### src/rtl/ps2_key_event_fifo.sv
// PS/2 Set-2 scan-code parser: folds E0/F0 prefixes into key events, filters typematic
// repeats, attaches an ASCII value and queues the events in a first-word fall-through FIFO.
module ps2_key_event_fifo #(
  parameter int DEPTH           = 8,
  parameter int TIMEOUT_CYCLES  = 50000000,
  parameter bit SUPPRESS_REPEAT = 1'b1
) (
  input  logic                     clock,
  input  logic                     reset,
  input  logic [7:0]               ps2_key_data,
  input  logic                     ps2_key_pressed,
  input  logic                     ev_ready,
  input  logic                     overflow_clr,
  output logic                     ev_valid,
  output logic [7:0]               ev_code,
  output logic                     ev_ext,
  output logic                     ev_release,
  output logic [7:0]               ev_ascii,
  output logic [$clog2(DEPTH):0]   fifo_count,
  output logic                     overflow
);

  localparam int AW = $clog2(DEPTH);
  localparam int CW = AW + 1;
  localparam int TW = $clog2(TIMEOUT_CYCLES + 1);

  typedef enum logic [1:0] {IDLE, EXT, BRK, EXT_BRK} state_t;

  function automatic logic [7:0] to_ascii(input logic [7:0] code, input logic ext);
    logic [7:0] a;
    a = 8'h00;
    if (!ext) begin
      case (code)
        8'h1C: a = 8'h41; 8'h32: a = 8'h42; 8'h21: a = 8'h43; 8'h23: a = 8'h44;
        8'h24: a = 8'h45; 8'h2B: a = 8'h46; 8'h34: a = 8'h47; 8'h33: a = 8'h48;
        8'h43: a = 8'h49; 8'h3B: a = 8'h4A; 8'h42: a = 8'h4B; 8'h4B: a = 8'h4C;
        8'h3A: a = 8'h4D; 8'h31: a = 8'h4E; 8'h44: a = 8'h4F; 8'h4D: a = 8'h50;
        8'h15: a = 8'h51; 8'h2D: a = 8'h52; 8'h1B: a = 8'h53; 8'h2C: a = 8'h54;
        8'h3C: a = 8'h55; 8'h2A: a = 8'h56; 8'h1D: a = 8'h57; 8'h22: a = 8'h58;
        8'h35: a = 8'h59; 8'h1A: a = 8'h5A;
        8'h45: a = 8'h30; 8'h16: a = 8'h31; 8'h1E: a = 8'h32; 8'h26: a = 8'h33;
        8'h25: a = 8'h34; 8'h2E: a = 8'h35; 8'h36: a = 8'h36; 8'h3D: a = 8'h37;
        8'h3E: a = 8'h38; 8'h46: a = 8'h39;
        8'h29: a = 8'h20; 8'h5A: a = 8'h0D;
        default: a = 8'h00;
      endcase
    end
    return a;
  endfunction

  state_t          state_p0, state_nxt;
  logic [TW-1:0]   tmo_cnt_p0;
  logic            ev_fire, ev_ext_n, ev_rel_n;

  // Stage 0: prefix parser
  always_comb begin
    state_nxt = state_p0;
    ev_fire   = 1'b0;
    ev_ext_n  = 1'b0;
    ev_rel_n  = 1'b0;
    if (ps2_key_pressed) begin
      case (ps2_key_data)
        8'hE0: state_nxt = EXT;
        8'hF0: begin
          if (state_p0 == IDLE)     state_nxt = BRK;
          else if (state_p0 == EXT) state_nxt = EXT_BRK;
        end
        8'h00, 8'hAA, 8'hE1, 8'hEE, 8'hFA, 8'hFE, 8'hFF: state_nxt = IDLE;
        default: begin
          ev_fire   = 1'b1;
          ev_ext_n  = (state_p0 == EXT) || (state_p0 == EXT_BRK);
          ev_rel_n  = (state_p0 == BRK) || (state_p0 == EXT_BRK);
          state_nxt = IDLE;
        end
      endcase
    end else if (state_p0 != IDLE && tmo_cnt_p0 == TW'(TIMEOUT_CYCLES - 1)) begin
      state_nxt = IDLE;
    end
  end

  always_ff @(posedge clock) begin
    if (reset) begin
      state_p0   <= IDLE;
      tmo_cnt_p0 <= '0;
    end else begin
      state_p0   <= state_nxt;
      tmo_cnt_p0 <= (ps2_key_pressed || state_nxt == IDLE) ? '0 : tmo_cnt_p0 + 1'b1;
    end
  end

  // Stage 1: repeat filter and FIFO write
  logic            held_vld_p0;
  logic [8:0]      held_key_p0;
  logic [8:0]      key_n;
  logic            held_match, is_repeat, push_req;

  assign key_n      = {ev_ext_n, ps2_key_data};
  assign held_match = held_vld_p0 && (held_key_p0 == key_n);
  assign is_repeat  = (SUPPRESS_REPEAT != 1'b0) && !ev_rel_n && held_match;
  assign push_req   = ev_fire && !is_repeat;

  always_ff @(posedge clock) begin
    if (reset) begin
      held_vld_p0 <= 1'b0;
    end else if (ev_fire && !ev_rel_n && !is_repeat) begin
      held_vld_p0 <= 1'b1;
    end else if (ev_fire && ev_rel_n && held_match) begin
      held_vld_p0 <= 1'b0;
    end
  end

  always_ff @(posedge clock) begin
    if (ev_fire && !ev_rel_n) held_key_p0 <= key_n;
  end

  logic [17:0]     mem [DEPTH];
  logic [AW-1:0]   rd_p0, wr_p0, rd_nxt;
  logic [CW-1:0]   count_p0, count_nxt;
  logic [17:0]     entry_n, head_p0;
  logic            full, pop, push_do;

  assign entry_n   = {ev_ext_n, ev_rel_n, ps2_key_data, to_ascii(ps2_key_data, ev_ext_n)};
  assign ev_valid  = (count_p0 != '0);
  assign full      = (count_p0 == CW'(DEPTH));
  assign pop       = ev_valid && ev_ready;
  assign push_do   = push_req && (!full || pop);
  assign rd_nxt    = pop ? rd_p0 + 1'b1 : rd_p0;
  assign count_nxt = count_p0 + CW'(push_do) - CW'(pop);

  always_ff @(posedge clock) begin
    if (push_do) mem[wr_p0] <= entry_n;
  end

  always_ff @(posedge clock) begin
    if (reset) begin
      rd_p0    <= '0;
      wr_p0    <= '0;
      count_p0 <= '0;
      overflow <= 1'b0;
    end else begin
      rd_p0    <= rd_nxt;
      count_p0 <= count_nxt;
      if (push_do) wr_p0 <= wr_p0 + 1'b1;
      if (push_req && full && !pop) overflow <= 1'b1;
      else if (overflow_clr)        overflow <= 1'b0;
    end
  end

  // Stage 2: head register; a write landing on the new head slot is forwarded
  always_ff @(posedge clock) begin
    if (reset) begin
      head_p0 <= '0;
    end else if (count_nxt != '0) begin
      head_p0 <= (push_do && rd_nxt == wr_p0) ? entry_n : mem[rd_nxt];
    end
  end

  assign ev_ext     = head_p0[17];
  assign ev_release = head_p0[16];
  assign ev_code    = head_p0[15:8];
  assign ev_ascii   = head_p0[7:0];
  assign fifo_count = count_p0;

endmodule

### config.mk
export PLATFORM = sky130hd
export DESIGN_NAME = ps2_key_event_fifo
export DESIGN_NICKNAME = d
export VERILOG_FILES = /design/src/rtl/ps2_key_event_fifo.sv
export SDC_FILE = /design/constraint.sdc
export NUM_CORES = 1
export LEC_CHECK = 0
export CORE_ASPECT_RATIO = 1.4
export CORE_UTILIZATION = 55
export DETAILED_ROUTE_END_ITERATION = 10
export PLACE_DENSITY = 0.73
export SETUP_SLACK_MARGIN = 0.02
export SLEW_MARGIN = 40
export SYNTH_ARGS = -nofsm -noshare
export SYNTH_HDL_FRONTEND = slang
export SYNTH_SLANG_ARGS = --single-unit
### constraint.sdc
create_clock -name clock -period 6.1 [get_ports clock]
set_clock_uncertainty 0.2 [all_clocks]
set_input_delay 0.915 -clock clock [delete_from_list [all_inputs] [get_ports clock]]
set_output_delay 0.915 -clock clock [all_outputs]
set_load 0.02 [all_outputs]
=== Word level (Yosys, flattened, before mapping) ===
Memory sizes are Yosys's and may differ from the RTL's. A register that Yosys moved wholly into a read port is not among the register bits.
Cells that the tools add are included.

* $add $sub $neg: 5
* Multiplexer cells: 20
* Eq/ne operators: 14
* Reductions and logical operators: 30

{| class="wikitable"
|+ Operators by type and width
! operator !! number
|-
| 8-bit == test (second input constant) || 8
|-
| 26-bit by 1-bit adder with 26-bit output (second input constant) || 1
|-
| 26-bit == test (second input constant) || 1
|-
| 8-bit two-way mux || 2
|-
| 1-bit logical AND || 12
|-
| 1-bit two-way mux || 12
|-
| 9-bit == test || 1
|-
| 9-bit OR reduction || 1
|-
| 8-bit logical NOT || 1
|-
| 2-bit two-way mux || 4
|-
| 4-bit nonzero test || 2
|-
| 3-bit by 1-bit adder with 3-bit output (second input constant) || 2
|-
| 2-bit nonzero test || 3
|-
| 4-bit by 1-bit adder with 4-bit output || 1
|-
| 2-bit == test (second input constant) || 2
|-
| 4-bit == test (second input constant) || 1
|-
| 1-bit logical NOT || 4
|-
| 2-bit logical NOT || 2
|-
| 1-bit logical OR || 4
|-
| 2-bit case mux with 2 select lines || 1
|-
| 4-bit by 1-bit subtractor with 4-bit output || 1
|-
| 3-bit two-way mux || 1
|-
| 2-bit by 1-bit == test with 1-bit output (second input constant) || 1
|-
| 2-bit OR reduction || 1
|}

* Memories kept: 2
* Bits of input ports: 13
* Register bits after elaboration: 49
* Memory bits (read-only): 896
* Word-level logic and storage cells: 79
* Bits in writable memories: 144

{| class="wikitable"
|+ Memory list
! name !! depth !! width !! rd ports !! clocked after memory_dff !! write ports !! line !! source
|-
| (no name shown) || 128 || 7 || 1 || 0 || 0 || 33 || <nowiki>case (code)</nowiki>
|-
| mem || 8 || 18 || 1 || 1 || 1 || 116 || <nowiki>logic [17:0] mem [DEPTH];</nowiki>
|}

=== Logic depth before layout (Yosys ltp) ===
* Word-level depth: 13
* Mapped depth: 16
* Depth with buffers taken out: 15

=== Worst setup path before layout ===
OpenSTA, ideal clock, no wires.

* Kind: in2reg
* Start: input port ps2_key_data[1]
* End: register head_p0[10], read port of mem
* Path buffers: 1
* Setup slack: 1.050 ns
* Stages on the path: 16
* Library setup time: 0.079 ns
* Arrival: 4.771 ns
* Path through: inv_1 > ha_1 > or4b_1 > a2111oi_2 > nor4_2 > nand2_1 > mux2_2 > a21oi_1 > ha_1 > inv_1 > fa_1 > xnor2_1 > nor4_1 > clkbuf_1 > nand2_1 > o221ai_2

* Longest elaborated chain between the ends: 13
* Elaborated cells on any way between the ends: 26
* Those cells by class: add/sub (2); eq/ne (9); mux (6); reduce/logical (9)

{| class="wikitable"
|+ RTL lines
! what !! line !! source
|-
| start, declared || 10 || <nowiki>input logic [7:0] ps2_key_data,</nowiki>
|-
| 8-bit == test or 8-bit logical NOT (tied branches) || 62 || <nowiki>case (ps2_key_data)</nowiki>
|-
| 9-bit OR reduction (no source line) || -- ||
|-
| 1-bit two-way mux || 62 ||
|-
| 1-bit two-way mux || 61 || <nowiki>if (ps2_key_pressed) begin</nowiki>
|-
| 9-bit == test || 98 || <nowiki>assign held_match = held_vld_p0 && (held_key_p0 == key_n);</nowiki>
|-
| 1-bit logical AND || 98 ||
|-
| 1-bit logical AND || 99 || <nowiki>assign is_repeat = (SUPPRESS_REPEAT != 1'b0) && !ev_rel_n && held_match;</nowiki>
|-
| 1-bit logical NOT || 100 || <nowiki>assign push_req = ev_fire && !is_repeat;</nowiki>
|-
| 1-bit logical AND * || 100 ||
|-
| 1-bit logical AND * || 126 || <nowiki>assign push_do = push_req && (!full || pop);</nowiki>
|-
| 4-bit by 1-bit adder with 4-bit output * || 128 || <nowiki>assign count_nxt = count_p0 + CW'(push_do) - CW'(pop);</nowiki>
|-
| 4-bit by 1-bit subtractor with 4-bit output * || 128 ||
|-
| 4-bit nonzero test * || 153 || <nowiki>end else if (count_nxt != '0) begin</nowiki>
|-
| end, declared || 119 || <nowiki>logic [17:0] entry_n, head_p0;</nowiki>
|}

Every way passes the cells marked *; elsewhere a longest branch is shown, timed or not.
A chain may end at the register's enable or synchronous reset.

=== Final worst setup path ===
* Start: input port ps2_key_data[1]
* End: register head_p0[2], read port of mem

The elaborated chain is that of the path after synthesis.

==> run_results.csv <==
group,metric,value,unit
routing,met2_length,11000,um
clock_network,ctsResizeCount,0,
timing,hold_viol_final,0,
clock_network,clock_path_buffers,3,
die,core,0.0163,mm2
clock_network,post_cts_buffers,0,
layout,fin_nets,769,
yosys,synth-xor-area-share,0.0390,
timing,fin_tns_setup,0,ps
routing,drtAntennaViolNets,0,
routing,met1Wirelength,8190,um
timing,finalSetupViolations,0,
clock_network,ctsRootBufferMaster,"clkbuf_16",
worst_setup_path,worst_setup_path_start_kind,"primary input",
die,die_y,155,um
status,violations,"DRC",
yosys,synth_edf_count,145,
worst_setup_path,r2r-end,"head_p0[2]",
die,rows,55,
yosys,synthesis.area,0.00922,mm2
pwr,p_clk_frac,0.271,
timing,max_slew_margin,0.425,
job,maxCapViolCount,0,
timing,period_share,0.926,
pwr,comb_power_share,0.315,
yosys,synth_cells,694,
worst_setup_path,rr_worst_depth,13,
worst_setup_path,arrival,5780,ps
routing,drt_wl_total,21100,um
yosys,synth_area_leaders,"edfxtp_1 (47%), dfxtp_1 (12%), mux4_2 (8.6%)",
yosys,yosysTopAreaCellShare,0.472,
yosys,synth_warnings,0,
pwr,power.leakage,3.57,nW
place,placedInstanceArea,0.00992,mm2
routing,dr.max_layer_used,"met4",
worst_setup_path,required,6230,ps
pwr,switching_power,1.26,mW
place,portBuffers,35,
yosys,syn_nets,723,
yosys,synth_area_leader_cell,"edfxtp_1",
clock_network,cts_sinks,202,
worst_setup_path,timing.rr.start,"held_key_p0[1]",
worst_setup_path,crit_path_end,"head_p0[2]",
yosys,synth_most_common_cell,"edfxtp_1",
pwr,p_per_area,387,mW/mm2
grt,grt_pass1_vias,6043,
place,gp_congestion,0.867,
pwr,p_sw_frac,0.309,
timing,tightest_slew,852,ps
yosys,synth_compound_area_frac,0.0822,
clock_network,clk_pin_slew_worst_paths,70,ps
clock_network,cts_buffers,19,
clock_network,clock_latency,470,ps
yosys,ys_seq_elements,202,
worst_setup_path,critPathLaunch,"ps2_key_data[1]",
layout,area_growth_syn_to_layout,14.1,%
worst_setup_path,path_class,"primary input to flop",
place,dp_hpwl,14200,um
yosys,synthMuxAreaShare,0.112,
grt,grt_usage,0.252,
yosys,synth_area_per_cell,13.3,um2
die,die-area,0.0173,mm2
worst_setup_path,regToRegSetupSlack,1260,ps
routing,drtIter0Drc,566,
layout,drive_above_1_share,0.169,
yosys,async_reset_ff_frac,0,
worst_setup_path,end_kind,"flop",
die,die_w,111,um
clock_network,hold_buffers,0,
die,pin_count,37,
status,status,"finished with violations",
routing,wl_met3,1450,um
timing,timing.final.crit_period,5650,ps
grt,grt-ovfl-total,0,
layout,design_area,0.0105,mm2
pwr,p_int,2.81,mW
routing,num_vias,5965,
die,initial_utilization,0.565,
routing,dr.pass1.iters,9,
routing,via_per_inst,6.27,
routing,drc,4,
clock_network,cts.htree.levels,1,
yosys,synth_top_family_by_area,"simple AND/OR/NAND/NOR gates",
yosys,ys_seq_area_frac,0.596,
pwr,power_frac_seq,0.414,
grt,grt_max_degree,45,
grt,grt_pass1_wl,33200,um
timing,rsz0062_at_grt,"false",
pwr,ir_drop,0.295,mV
yosys,synth-simple-area-share,0.119,
clock_network,cts_tree,"yes",
yosys,synthDistinctLibCells,70,
yosys,synth_flop_cell,"edfxtp_1",
layout,n_antenna_cell,0,
yosys,synth_adder_area_share,0.0225,
yosys,netlist_top_cells_count,"edfxtp_1 (145), dfxtp_1 (57), nor2_1 (56)",
timing,finalMaxSlewViolations,0,
grt,antenna_found_initial,0,
timing,max_freq,0.177,GHz
worst_setup_path,crit_fanout,15,
min_path,hp-class,"flop to flop",
routing,avgRoutedWirePerCell,22.2,um
==> metal layers <==
metal  GRT usage  up-vias
met5           0        -
met4      0.0888        0
met3      0.0312       37
met2       0.449      249
met1       0.317     2964
li1            -     2715
==> area by class of cell <==
cell class / count / area, um2
fillers: 1169 / 5790
clock buffers: 28 / 549
flip-flops and latches: 202 / 5500
well taps: 199 / 249
multi-input cells: 428 / 3530
clock inverters: 6 / 30.0
repair buffers: 63 / 561
inverters: 26 / 97.6
==> worst max-delay path, cell delays in order <==
cell             delay [ps]
clkdlybuf4s50_1         520
buf_4                   220
ha_1                    420
nand2_1                 170
nor4_1                  430
nor4_2                  130
nand2_1                 160
mux2_2                  350
a21oi_1                 160
ha_1                    190
inv_1                    70
fa_1                    520
nand2b_1                120
o31ai_1                 520
a21o_1                  620
o221ai_1                250
==> worst min path at each step <==
| stage | start | endpoint | cells past startpoint |
|---|---|---|---|
| 2_1_floorplan | tmo_cnt_p0[0] | tmo_cnt_p0[0] | 1 |
| 3_3_place_gp | tmo_cnt_p0[0] | tmo_cnt_p0[0] | 1 |
| 3_5_place_dp | tmo_cnt_p0[0] | tmo_cnt_p0[0] | 1 |
| 4_1_cts | tmo_cnt_p0[0] | tmo_cnt_p0[0] | 1 |
| 5_1_grt | tmo_cnt_p0[0] | tmo_cnt_p0[0] | 1 |
| 6_report | tmo_cnt_p0[0] | tmo_cnt_p0[0] | 1 |
==> registers in the layout, summed over array words and instances (netlist names) <==
register,flops
held_key_p0,9
held_vld_p0,1
wr_p0,3
overflow,1
rd_p0,3
fifo_count,4
mem,136
state_p0,2
tmo_cnt_p0,26
head_p0,17
==> layout by cell type (no fill, tap or decap), drive strengths merged, types with 4 or more instances in the layout <==
cell type,instances
clkbuf,28
mux2i,13
clkdlybuf4s50,35
a221o,5
xnor2,12
nand4,8
inv,27
ha,15
nor3,17
edfxtp,145
nor2b,8
nor4,9
dfxtp,57
or3,4
nor2,56
nand2b,4
a21oi,20
o221ai,14
mux4,35
xor2,29
a211oi,4
o21ai,12
clkinv,5
and3,7
buf,28
nand2,54
mux2,10
nand3,18
o211ai,4
and2,14
a31oi,4
==> power by group through the flow <==
stage          clock network [mW]  registers (mW)  logic, mW
6_report                     1.10            1.68       1.28
5_1_grt                      1.17            1.69       1.37
4_1_cts                      1.12            1.68       1.29
3_5_place_dp                    0            1.71       1.28
3_3_place_gp                    0            1.71       1.24
2_1_floorplan                   0            1.73      0.846
==> logic make-up after synthesis <==
family / after synthesis
and+or+nand+nor: 218
AOI/OAI and AO/OA: 94
buffers and inverters: 64
other: 1
DFF: 202
muxes: 58
xor gates and xnor gates: 41
adders and majority gates: 16
==> stage by stage <==
step                setup WS, ps  total power, mW  hold slack (ps)  instances  utilization
detailed placement          76.2             2.99              269        918        0.608
global route                 123             4.24              316        952        0.645
global placement             270             2.95              264        918        0.608
floorplan                   1050             2.58              242        694            -
finish                       451             4.07              276        952        0.645
CTS                          556             4.09              282        952        0.644
Note: power is estimated with default switching activity, not from simulation.
